==> config.mk <==
export PLATFORM = sky130hd
export DESIGN_NAME = dc_motor_pwm_multi
export DESIGN_NICKNAME = d
export VERILOG_FILES = /design/src/rtl/dc_motor_pwm_multi.sv
export SDC_FILE = /design/constraint.sdc
export NUM_CORES = 1
export LEC_CHECK = 0
export BUFFER_PORTS_ARGS = -buffer_cell sky130_fd_sc_hd__clkbuf_2
export CAP_MARGIN = 15
export CORE_MARGIN = 5
export CORE_UTILIZATION = 40
export CTS_BUF_LIST = sky130_fd_sc_hd__clkbuf_8
export DETAILED_ROUTE_END_ITERATION = 8
export SYNTH_ARGS = -nofsm -noshare
export SYNTH_HDL_FRONTEND = slang
export SYNTH_SLANG_ARGS = --single-unit
==> constraint.sdc <==
create_clock -name clk -period 7 [get_ports clk]
set_input_delay 0.7 -clock clk [delete_from_list [all_inputs] [get_ports clk]]
set_output_delay 0.7 -clock clk [all_outputs]
set_load 0.01 [all_outputs]
==> src/rtl/dc_motor_pwm_multi.sv <==
// dc_motor_pwm_multi: multi-channel DC motor PWM driver.
// Debounced inc/dec buttons edit a per-channel target duty. The applied duty
// slews toward that target once per PWM period. A direction change first
// ramps the channel to zero duty, then flips dir_out. The shared nsleep line
// drops after a run of fully idle periods.
module dc_motor_pwm_multi #(
   parameter int CH            = 2,
   parameter int DW            = 8,
   parameter int STEP          = 16,
   parameter int RAMP_STEP     = 4,
   parameter int DEB           = 4,
   parameter int SLEEP_PERIODS = 4
) (
   input  logic             clk,
   input  logic             rst,
   input  logic [CH-1:0]    inc,
   input  logic [CH-1:0]    dec,
   input  logic [CH-1:0]    dir_req,
   output logic [CH-1:0]    pwm_out,
   output logic [CH-1:0]    dir_out,
   output logic [CH*DW-1:0] duty_out,
   output logic [CH-1:0]    busy,
   output logic             nsleep
);

   localparam int NB  = 2 * CH;
   localparam int DCW = $clog2(DEB + 1);
   localparam int SW  = $clog2(SLEEP_PERIODS + 1);

   localparam logic [DW-1:0]  ZERO_D    = {DW{1'b0}};
   localparam logic [DW-1:0]  DUTY_MAX  = {DW{1'b1}};
   localparam logic [DW-1:0]  CNT_LAST  = DUTY_MAX - {{(DW-1){1'b0}}, 1'b1};
   localparam logic [DW-1:0]  RAMP      = DW'(RAMP_STEP);
   localparam logic [DW:0]    STEP_X    = (DW+1)'(STEP);
   localparam logic [DCW-1:0] DEB_LAST  = DCW'(DEB - 1);
   localparam logic [SW-1:0]  IDLE_LAST = SW'(SLEEP_PERIODS - 1);

   typedef enum logic [0:0] {
      ST_RUN  = 1'b0,
      ST_STOP = 1'b1
   } state_t;

   // Target + STEP computed one bit wider, clamped at full scale.
   function automatic logic [DW-1:0] sat_add(input logic [DW-1:0] a);
      logic [DW:0] s;
      s = {1'b0, a} + STEP_X;
      if (s > {1'b0, DUTY_MAX}) sat_add = DUTY_MAX;
      else                      sat_add = s[DW-1:0];
   endfunction

   // Target - STEP computed one bit wider; a borrow clamps to zero.
   function automatic logic [DW-1:0] sat_sub(input logic [DW-1:0] a);
      logic [DW:0] d;
      d = {1'b0, a} - STEP_X;
      if (d[DW]) sat_sub = ZERO_D;
      else       sat_sub = d[DW-1:0];
   endfunction

   // One slew step: move toward goal by at most RAMP.
   function automatic logic [DW-1:0] slew(input logic [DW-1:0] cur, input logic [DW-1:0] goal);
      logic [DW-1:0] diff;
      if (goal > cur) begin
         diff = goal - cur;
         if (diff > RAMP) slew = cur + RAMP;
         else             slew = goal;
      end else begin
         diff = cur - goal;
         if (diff > RAMP) slew = cur - RAMP;
         else             slew = goal;
      end
   endfunction

   logic [NB-1:0]           btn_s;
   logic [NB-1:0]           sync1_r, sync2_r;
   logic [CH-1:0]           dir_sync1_r, dir_sync2_r;
   logic [NB-1:0][DCW-1:0]  deb_cnt_r;
   logic [NB-1:0]           armed_r, evt_r;
   logic [CH-1:0][DW-1:0]   tgt_r, duty_r, duty_nxt_s, goal_s;
   logic [DW-1:0]           cnt_r;
   logic                    boundary_s;
   state_t [CH-1:0]         state_r, state_nxt_s;
   logic [CH-1:0]           dir_r, dir_nxt_s, pwm_r, busy_r;
   logic [SW-1:0]           idle_r;
   logic                    nsleep_r;
   logic                    any_tgt_s, any_duty_s;

   // Bits [CH-1:0] are inc buttons, [2*CH-1:CH] are dec buttons.
   assign btn_s      = {dec, inc};
   assign boundary_s = (cnt_r == ZERO_D);
   assign any_tgt_s  = |tgt_r;
   assign any_duty_s = |duty_r;

   // Two-flop synchronisers for buttons and the direction switches.
   always_ff @(posedge clk or posedge rst) begin
      if (rst) begin
         sync1_r     <= {NB{1'b0}};
         sync2_r     <= {NB{1'b0}};
         dir_sync1_r <= {CH{1'b0}};
         dir_sync2_r <= {CH{1'b0}};
      end else begin
         sync1_r     <= btn_s;
         sync2_r     <= sync1_r;
         dir_sync1_r <= dir_req;
         dir_sync2_r <= dir_sync1_r;
      end
   end

   // Debounce: while armed, DEB high cycles fire one event and disarm;
   // while disarmed, DEB low cycles rearm without an event.
   always_ff @(posedge clk or posedge rst) begin
      if (rst) begin
         for (int i = 0; i < NB; i++) deb_cnt_r[i] <= {DCW{1'b0}};
         armed_r <= {NB{1'b1}};
         evt_r   <= {NB{1'b0}};
      end else begin
         for (int i = 0; i < NB; i++) begin
            evt_r[i] <= 1'b0;
            if (sync2_r[i] == armed_r[i]) begin
               if (deb_cnt_r[i] == DEB_LAST) begin
                  deb_cnt_r[i] <= {DCW{1'b0}};
                  armed_r[i]   <= ~armed_r[i];
                  evt_r[i]     <= armed_r[i];
               end else begin
                  deb_cnt_r[i] <= deb_cnt_r[i] + DCW'(1);
               end
            end else begin
               deb_cnt_r[i] <= {DCW{1'b0}};
            end
         end
      end
   end

   // Saturating target update; simultaneous inc and dec cancel out.
   always_ff @(posedge clk or posedge rst) begin
      if (rst) begin
         for (int n = 0; n < CH; n++) tgt_r[n] <= ZERO_D;
      end else begin
         for (int n = 0; n < CH; n++) begin
            if (evt_r[n] && !evt_r[CH+n])      tgt_r[n] <= sat_add(tgt_r[n]);
            else if (evt_r[CH+n] && !evt_r[n]) tgt_r[n] <= sat_sub(tgt_r[n]);
            else                               tgt_r[n] <= tgt_r[n];
         end
      end
   end

   // Shared PWM period counter, 0 .. 2^DW-2.
   always_ff @(posedge clk or posedge rst) begin
      if (rst)                    cnt_r <= ZERO_D;
      else if (cnt_r == CNT_LAST) cnt_r <= ZERO_D;
      else                        cnt_r <= cnt_r + {{(DW-1){1'b0}}, 1'b1};
   end

   // Per-channel next state: slew goal, duty step at boundaries, reversal handling.
   always_comb begin
      state_nxt_s = state_r;
      dir_nxt_s   = dir_r;
      duty_nxt_s  = duty_r;
      goal_s      = tgt_r;
      for (int n = 0; n < CH; n++) begin
         case (state_r[n])
            ST_RUN:  goal_s[n] = tgt_r[n];
            ST_STOP: goal_s[n] = ZERO_D;
            default: goal_s[n] = ZERO_D;
         endcase
         if (boundary_s) duty_nxt_s[n] = slew(duty_r[n], goal_s[n]);
         else            duty_nxt_s[n] = duty_r[n];
         case (state_r[n])
            ST_RUN: begin
               dir_nxt_s[n] = dir_r[n];
               if (dir_sync2_r[n] != dir_r[n]) state_nxt_s[n] = ST_STOP;
               else                            state_nxt_s[n] = ST_RUN;
            end
            ST_STOP: begin
               if (boundary_s && (duty_nxt_s[n] == ZERO_D)) begin
                  state_nxt_s[n] = ST_RUN;
                  // The request may have been withdrawn while stopping.
                  if (dir_sync2_r[n] != dir_r[n]) dir_nxt_s[n] = ~dir_r[n];
                  else                            dir_nxt_s[n] = dir_r[n];
               end else begin
                  state_nxt_s[n] = ST_STOP;
                  dir_nxt_s[n]   = dir_r[n];
               end
            end
            default: begin
               state_nxt_s[n] = ST_RUN;
               dir_nxt_s[n]   = dir_r[n];
            end
         endcase
      end
   end

   // Channel registers; pwm uses the duty being loaded so a new period starts clean.
   always_ff @(posedge clk or posedge rst) begin
      if (rst) begin
         for (int n = 0; n < CH; n++) begin
            state_r[n] <= ST_RUN;
            duty_r[n]  <= ZERO_D;
         end
         dir_r  <= {CH{1'b0}};
         pwm_r  <= {CH{1'b0}};
         busy_r <= {CH{1'b0}};
      end else begin
         state_r <= state_nxt_s;
         dir_r   <= dir_nxt_s;
         duty_r  <= duty_nxt_s;
         for (int n = 0; n < CH; n++) begin
            pwm_r[n]  <= (cnt_r < duty_nxt_s[n]);
            busy_r[n] <= (state_nxt_s[n] == ST_STOP);
         end
      end
   end

   // Driver enable: wake on any target, sleep after SLEEP_PERIODS idle boundaries.
   always_ff @(posedge clk or posedge rst) begin
      if (rst) begin
         nsleep_r <= 1'b0;
         idle_r   <= {SW{1'b0}};
      end else if (any_tgt_s) begin
         nsleep_r <= 1'b1;
         idle_r   <= {SW{1'b0}};
      end else if (boundary_s) begin
         if (any_duty_s) begin
            idle_r   <= {SW{1'b0}};
            nsleep_r <= nsleep_r;
         end else if (idle_r == IDLE_LAST) begin
            idle_r   <= idle_r;
            nsleep_r <= 1'b0;
         end else begin
            idle_r   <= idle_r + SW'(1);
            nsleep_r <= nsleep_r;
         end
      end else begin
         idle_r   <= idle_r;
         nsleep_r <= nsleep_r;
      end
   end

   assign pwm_out  = pwm_r;
   assign dir_out  = dir_r;
   assign duty_out = duty_r;
   assign busy     = busy_r;
   assign nsleep   = nsleep_r;

endmodule

# Yosys cells after proc, flatten, opt, wreduce, memory -nomap -nowiden

Cells that the tools add are included.

Divide/modulo/power cells: 0
Multipliers: 0
Equality and inequality tests: 18
Reductions and logical operators: 27
Mux-type cells: 55
Magnitude comparators: 10
Bitwise logic cells: 8
Shifts and indexed selects: 0
Add/sub/neg operators: 18

Operator list:

| operator                                                      | count |
|---|---|
| two-way mux 8 bit                                             | 17 |
| two-way mux 3 bit                                             | 12 |
| greater-than comparator 8 x 3 -> 1 bit, second input constant | 4 |
| case mux 8 bit (2 select lines)                               | 2 |
| OR reduction 16 bit                                           | 2 |
| subtractor 8 bit                                              | 4 |
| zero test 8 bit                                               | 3 |
| two-way mux 1 bit                                             | 22 |
| adder 8 x 5 -> 9 bit, second input constant                   | 2 |
| greater-than comparator 9 x 8 -> 1 bit, second input constant | 2 |
| subtractor 8 x 5 -> 9 bit, second input constant              | 2 |
| adder 8 x 3 -> 8 bit, second input constant                   | 2 |
| greater-than comparator 8 bit                                 | 2 |
| < comparator 8 bit                                            | 2 |
| subtractor 8 x 3 -> 8 bit, second input constant              | 2 |
| adder 3 x 1 -> 3 bit, second input constant                   | 5 |
| equality test 3 x 2 -> 1 bit, second input constant           | 5 |
| AND reduction 2 bit                                           | 5 |
| AND reduction 3 bit                                           | 3 |
| adder 8 x 1 -> 8 bit, second input constant                   | 1 |
| equality test 8 bit, second input constant                    | 1 |
| != test 2 x 1 -> 1 bit, second input constant                 | 4 |
| NOT 1 bit                                                     | 8 |
| nonzero test 2 bit                                            | 4 |
| 7 further kinds                                               | 20 |

Latch bits: 0
Bits in writable memories: 0
ROM bits: 0
Input port bits: 8
Output and inout bits: 23
Word-level logic and storage cells: 162
Memories kept: 0
Bits in registers: 84

# Logic depth before layout (Yosys ltp)

Depth in word-level cells: 11
Depth in mapped cells: 20
Mapped depth without buffers: 19

# Worst setup path before layout

OpenSTA, ideal clock, no wires.

Kind: register to register
Start point: reg, netlist name busy[1]
End point: reg pwm_r[1], in the netlist pwm_out[1]
Arrival: 4.220 ns
Path slack: 2.698 ns
Data required time: 6.917 ns
Clock period less this slack: 4.302 ns
Buffers on the path: 1
Cell stages (with the launch flop): 21
Setup time: 0.083 ns
Cell sequence: dfrtp_1 -> nor2b_1 -> clkbuf_1 -> inv_1 -> ha_1 -> fa_1 -> nor2b_1 -> o31a_1 -> a22oi_1 -> or3_4 -> nor2_4 -> o31a_1 -> nor2_1 -> a211oi_1 -> inv_1 -> ha_1 -> a21o_1 -> a21o_1 -> a21oi_1 -> nand2_1 -> o21ai_0

RTL lines:

| item                            | line | text |
|---|---|---|
| to (signal assigned)            | 200  | `pwm_r <= {CH{1'b0}};` |
| to (signal, indexed assignment) | 207  | `pwm_r[n] <= (cnt_r < duty_nxt_s[n]);` |
| to (decl)                       | 82   | `logic [CH-1:0] dir_r, dir_nxt_s, pwm_r, busy_r;` |

==> metrics <==
run status=completed; EDFF count, synth=0; post-synthesis compound-gate area fraction=approximately a fifth; Top Family by Delay on Critical Path=compound AO/OA/AOI/OAI gates; PostCTS Resize Cnt=0; mux share of post-synthesis cell area=2.929%; overall die area=18190 um2; Sinks on Clock Net=76; cell breakdown of the critical path=nor2b_1 -> inv_1 -> ha_1 -> fa_1 -> nor2b_1 -> o31a_1 -> o21bai_1 -> a21oi_1 -> nor2_1 -> a211oi_1 -> inv_1 -> ha_1 -> a21o_1 -> a21o_1 -> a21oi_1 -> nand2_1 -> o21ai_0; buffers inserted by post-CTS timing repair=0; Worst Max-Slew Pin Slew=about 0.95 ns; antenna violation net count after detailed routing=0; # Max-Cap Violations=0; CP bufs+invs=2; Max clock buf depth=2; depth of the most critical reg-to-reg path=17; Net Sw Frac=30.89%; most frequently used flop master after synthesis=dfrtp_1; Final HPWL DP=11470 um; cts hold-fix bufs=0; synthesized area per cell=~8.6 um2; Simple-Gate Fraction of Synth Area=23.09%; xor-xnor portion of the synthesized cell area=under 10%; final-stage net count=between 800 and 900; adder-cell share of the synthesized area=around 16%; CTS clock-pin slew for the worst setup and hold paths=about 0.070 ns; setup repair after global routing missed its margin=false; Hold Path Depth=0; most common cell after layout, fill and taps aside=ha_1; final critical-path share of the clock period=approximately three quarters; die extent in x=134.9 um; Min-Delay Endpoint=sync2_r[2]$_DFF_PP0_; Critical Path Sink Type=register; relative contribution of sequential cells to total power=between 40% and 50%; worst slack at placement=between 1.5 and 2 ns; library cell contributing the largest single delay on the critical path=nor2b_1; DR WL/cell=approximately 16 um; vias in the first global route=5296; final count of hold timing violations=0; max_slew headroom=a little under two fifths; Critical Path Fanout Max=11; clock tree from TritonCTS=done; total design power=roughly 1200 uW; top-level port count=31; number of detailed-routing iterations run before antenna repair=5; number of cells produced by synthesis=a little over 700; H-tree level count=3; number of placed instances with taps included=between 900 and 1000; first-pass GRT wire length=around 25000 um; worst reg2reg setup slack=approximately 1.8 ns; cell accounting for the most synthesized area=dfrtp_1; Clk Tree Root Cell=clkbuf_8; Data required, critical path=7.26 ns; DRC violations left=0; share of total power in the clock network=30.5%; Hold Path Origin=sync1_r[2]$_DFF_PP0_; share of post-route cells with drive strength above 1=approximately 11%; worst setup path class=reg2reg; Avg Vias per Cell=approximately 5.6; time the worst path needs with I/O delays and setup=approximately 5.2 ns; Placed Instance Area=approximately 6500 um2; port buffer count=30; cells taking the most area after synthesis=dfrtp_1, ha_1, nor2_1; Synth Net Count=a little over 800; combinational family with the most area after synthesis=simple AND/OR/NAND/NOR gates; core footprint=roughly 15000 um2; RR Endpoint=pwm_out[1]$_DFF_PP0_; flop and latch count out of synthesis=76; data arrival time of the critical path=approximately 5.5 ns; Critical R2R Launch=busy[1]$_DFF_PP0_; max-slew violation total from the final report=0; number of design-rule violations left by the first detailed-router iteration=between 300 and 400; sequential cell area fraction in the yosys report=between 30% and 40%; Setup Total Neg Slack=0 ns; TritonCTS buffer count=9; Warnings, synthesis=0; crit path setup slack, layout=between 1.5 and 2 ns; total global routing track utilization=16.75%; internal power component=~840 uW; area fraction of the dominant cell type after synthesis=roughly 29%; Rows=45; relative contribution of combinational cells to total power=between 20 and 25%; Async S/R FF share, synth=100.0%; antenna cells=0; Final Routed Wirelength=around 15000 um; post-synth design cell area=around 6200 um2; FILL cells=between 1500 and 2000; Remaining Overflow, GRT=0; leakage dissipation=a little over 0.003 uW; Setup Viol. Count Final=0; Yosys cell types=85; largest stage delay on the critical path=0.70 ns; number of non-filler instances in the completed layout=roughly 950; Layout Area Growth over Synthesis=8.367%; final cell area excluding filler cells=approximately 6800 um2; Initial Util=between 40% and 50%; VDD IR max=about 120 uV; total via count after detailed routing=between 5000 and 6000; largest net degree at the start of global routing=between 70 and 80; Pwr Density=~180 nW/um2; power dissipated by switching net loads=between 300 and 400 uW; number of antenna violations at the first check in global routing=0; Clock Latency Late Sink=around 0.34 ns; startpoint kind of the worst setup timing path=register; worst min path class=reg2reg; placer's final routability congestion estimate=roughly 0.93; die span in y=134.9 um; top library cells by usage in the layout, fill and taps aside=ha_1, nor2_1, dfrtp_1, inv_1, a21oi_1; Clock Skew=0.008503 ns; highest attainable clock frequency=~190 MHz
synth_stat cells, types with 4 or more instances:
cell type / n
nand3_1: 27
a21oi_1: 50
o22ai_1: 7
nor2_1: 72
dfrtp_1: 72
o211ai_1: 4
nor3_1: 24
nand4_1: 11
o21ai_0: 27
a21o_1: 9
dfstp_2: 4
xnor2_1: 10
nor4_1: 5
o21bai_1: 4
clkbuf_1: 13
o21a_1: 8
mux2_2: 5
nand2b_1: 15
nand2_1: 44
inv_1: 61
nor2b_1: 16
buf_2: 7
nand3b_1: 4
a31oi_1: 10
xor2_1: 14
o31a_1: 4
or3_1: 8
and3_1: 9
ha_1: 73
mux2i_1: 10
and2_1: 4
nor3b_1: 6
power by group through the flow:
stage | logic, uW | clock network (uW) | registers [uW]
finish | 274 | 371 | 571
global route | 322 | 405 | 580
CTS | 277 | 385 | 569
detailed placement | 275 | 0 | 577
global placement | 263 | 0 | 570
floorplan | 241 | 0 | 544
sequential cells by signal, indices dropped and copies added (netlist names):
register / count
sync1_r: 4
dir_sync2_r: 2
tgt_r: 10
dir_out: 2
armed_r: 4
nsleep: 1
busy: 2
idle_r: 3
cnt_r: 8
deb_cnt_r: 12
evt_r: 4
pwm_out: 2
duty_out: 16
sync2_r: 4
dir_sync1_r: 2
how the worst max path moves through the flow:
stage / from / to / slack (ns) / cells past startpoint
2_1_floorplan: busy[1]$_DFF_PP0_ / pwm_out[1]$_DFF_PP0_ / 2.70 / 20
3_3_place_gp: tgt_r[10]$_DFFE_PP0P_ / pwm_out[1]$_DFF_PP0_ / 1.93 / 17
3_5_place_dp: busy[1]$_DFF_PP0_ / pwm_out[1]$_DFF_PP0_ / 1.79 / 17
4_1_cts: busy[1]$_DFF_PP0_ / pwm_out[1]$_DFF_PP0_ / 1.77 / 17
5_1_grt: tgt_r[10]$_DFFE_PP0P_ / pwm_out[1]$_DFF_PP0_ / 1.39 / 17
6_report: busy[1]$_DFF_PP0_ / pwm_out[1]$_DFF_PP0_ / 1.80 / 17
cells by family after synthesis:
kind of cell	count (synthesis)
adder cells (fa/ha/maj)	77
buffers and inverters	88
AND/OR/NAND/NOR	270
multiplexers	17
AO/OA/AOI/OAI	170
XOR/XNOR	24
flip-flops	76
metal layers:
layer	vias up	wire length (um)	global-route usage [%]	part of all wire [%]
met5	-	0	0	0
met4	0	143	5.090	0.95
met3	14	574	1.975	3.8
met2	134	7316	28.77	49
met1	2569	6992	22.13	47
li1	2612	-	-	-
metrics by stage:
stage                     hold WS (ns)  util [%]
after floorplan                 0.3312         -
after global placement          0.3315     42.80
after detailed placement        0.3347     42.80
after CTS                       0.3519     44.29
after global routing            0.3576     44.29
final                           0.3499     44.29
area by class of cell:
class                   instances  area, um2  share of cell area [%]
inverters                      62      234.0                   3.462
clock inverters                 5      76.32                   1.129
clock buffers                  11      151.4                   2.240
well taps                     211      264.0                   3.907
multi-input cells             558       3968                   58.71
flip-flops and latches         76       1907                   28.22
repair buffers                 31      157.7                   2.333
(Power assumes the default switching activity.)
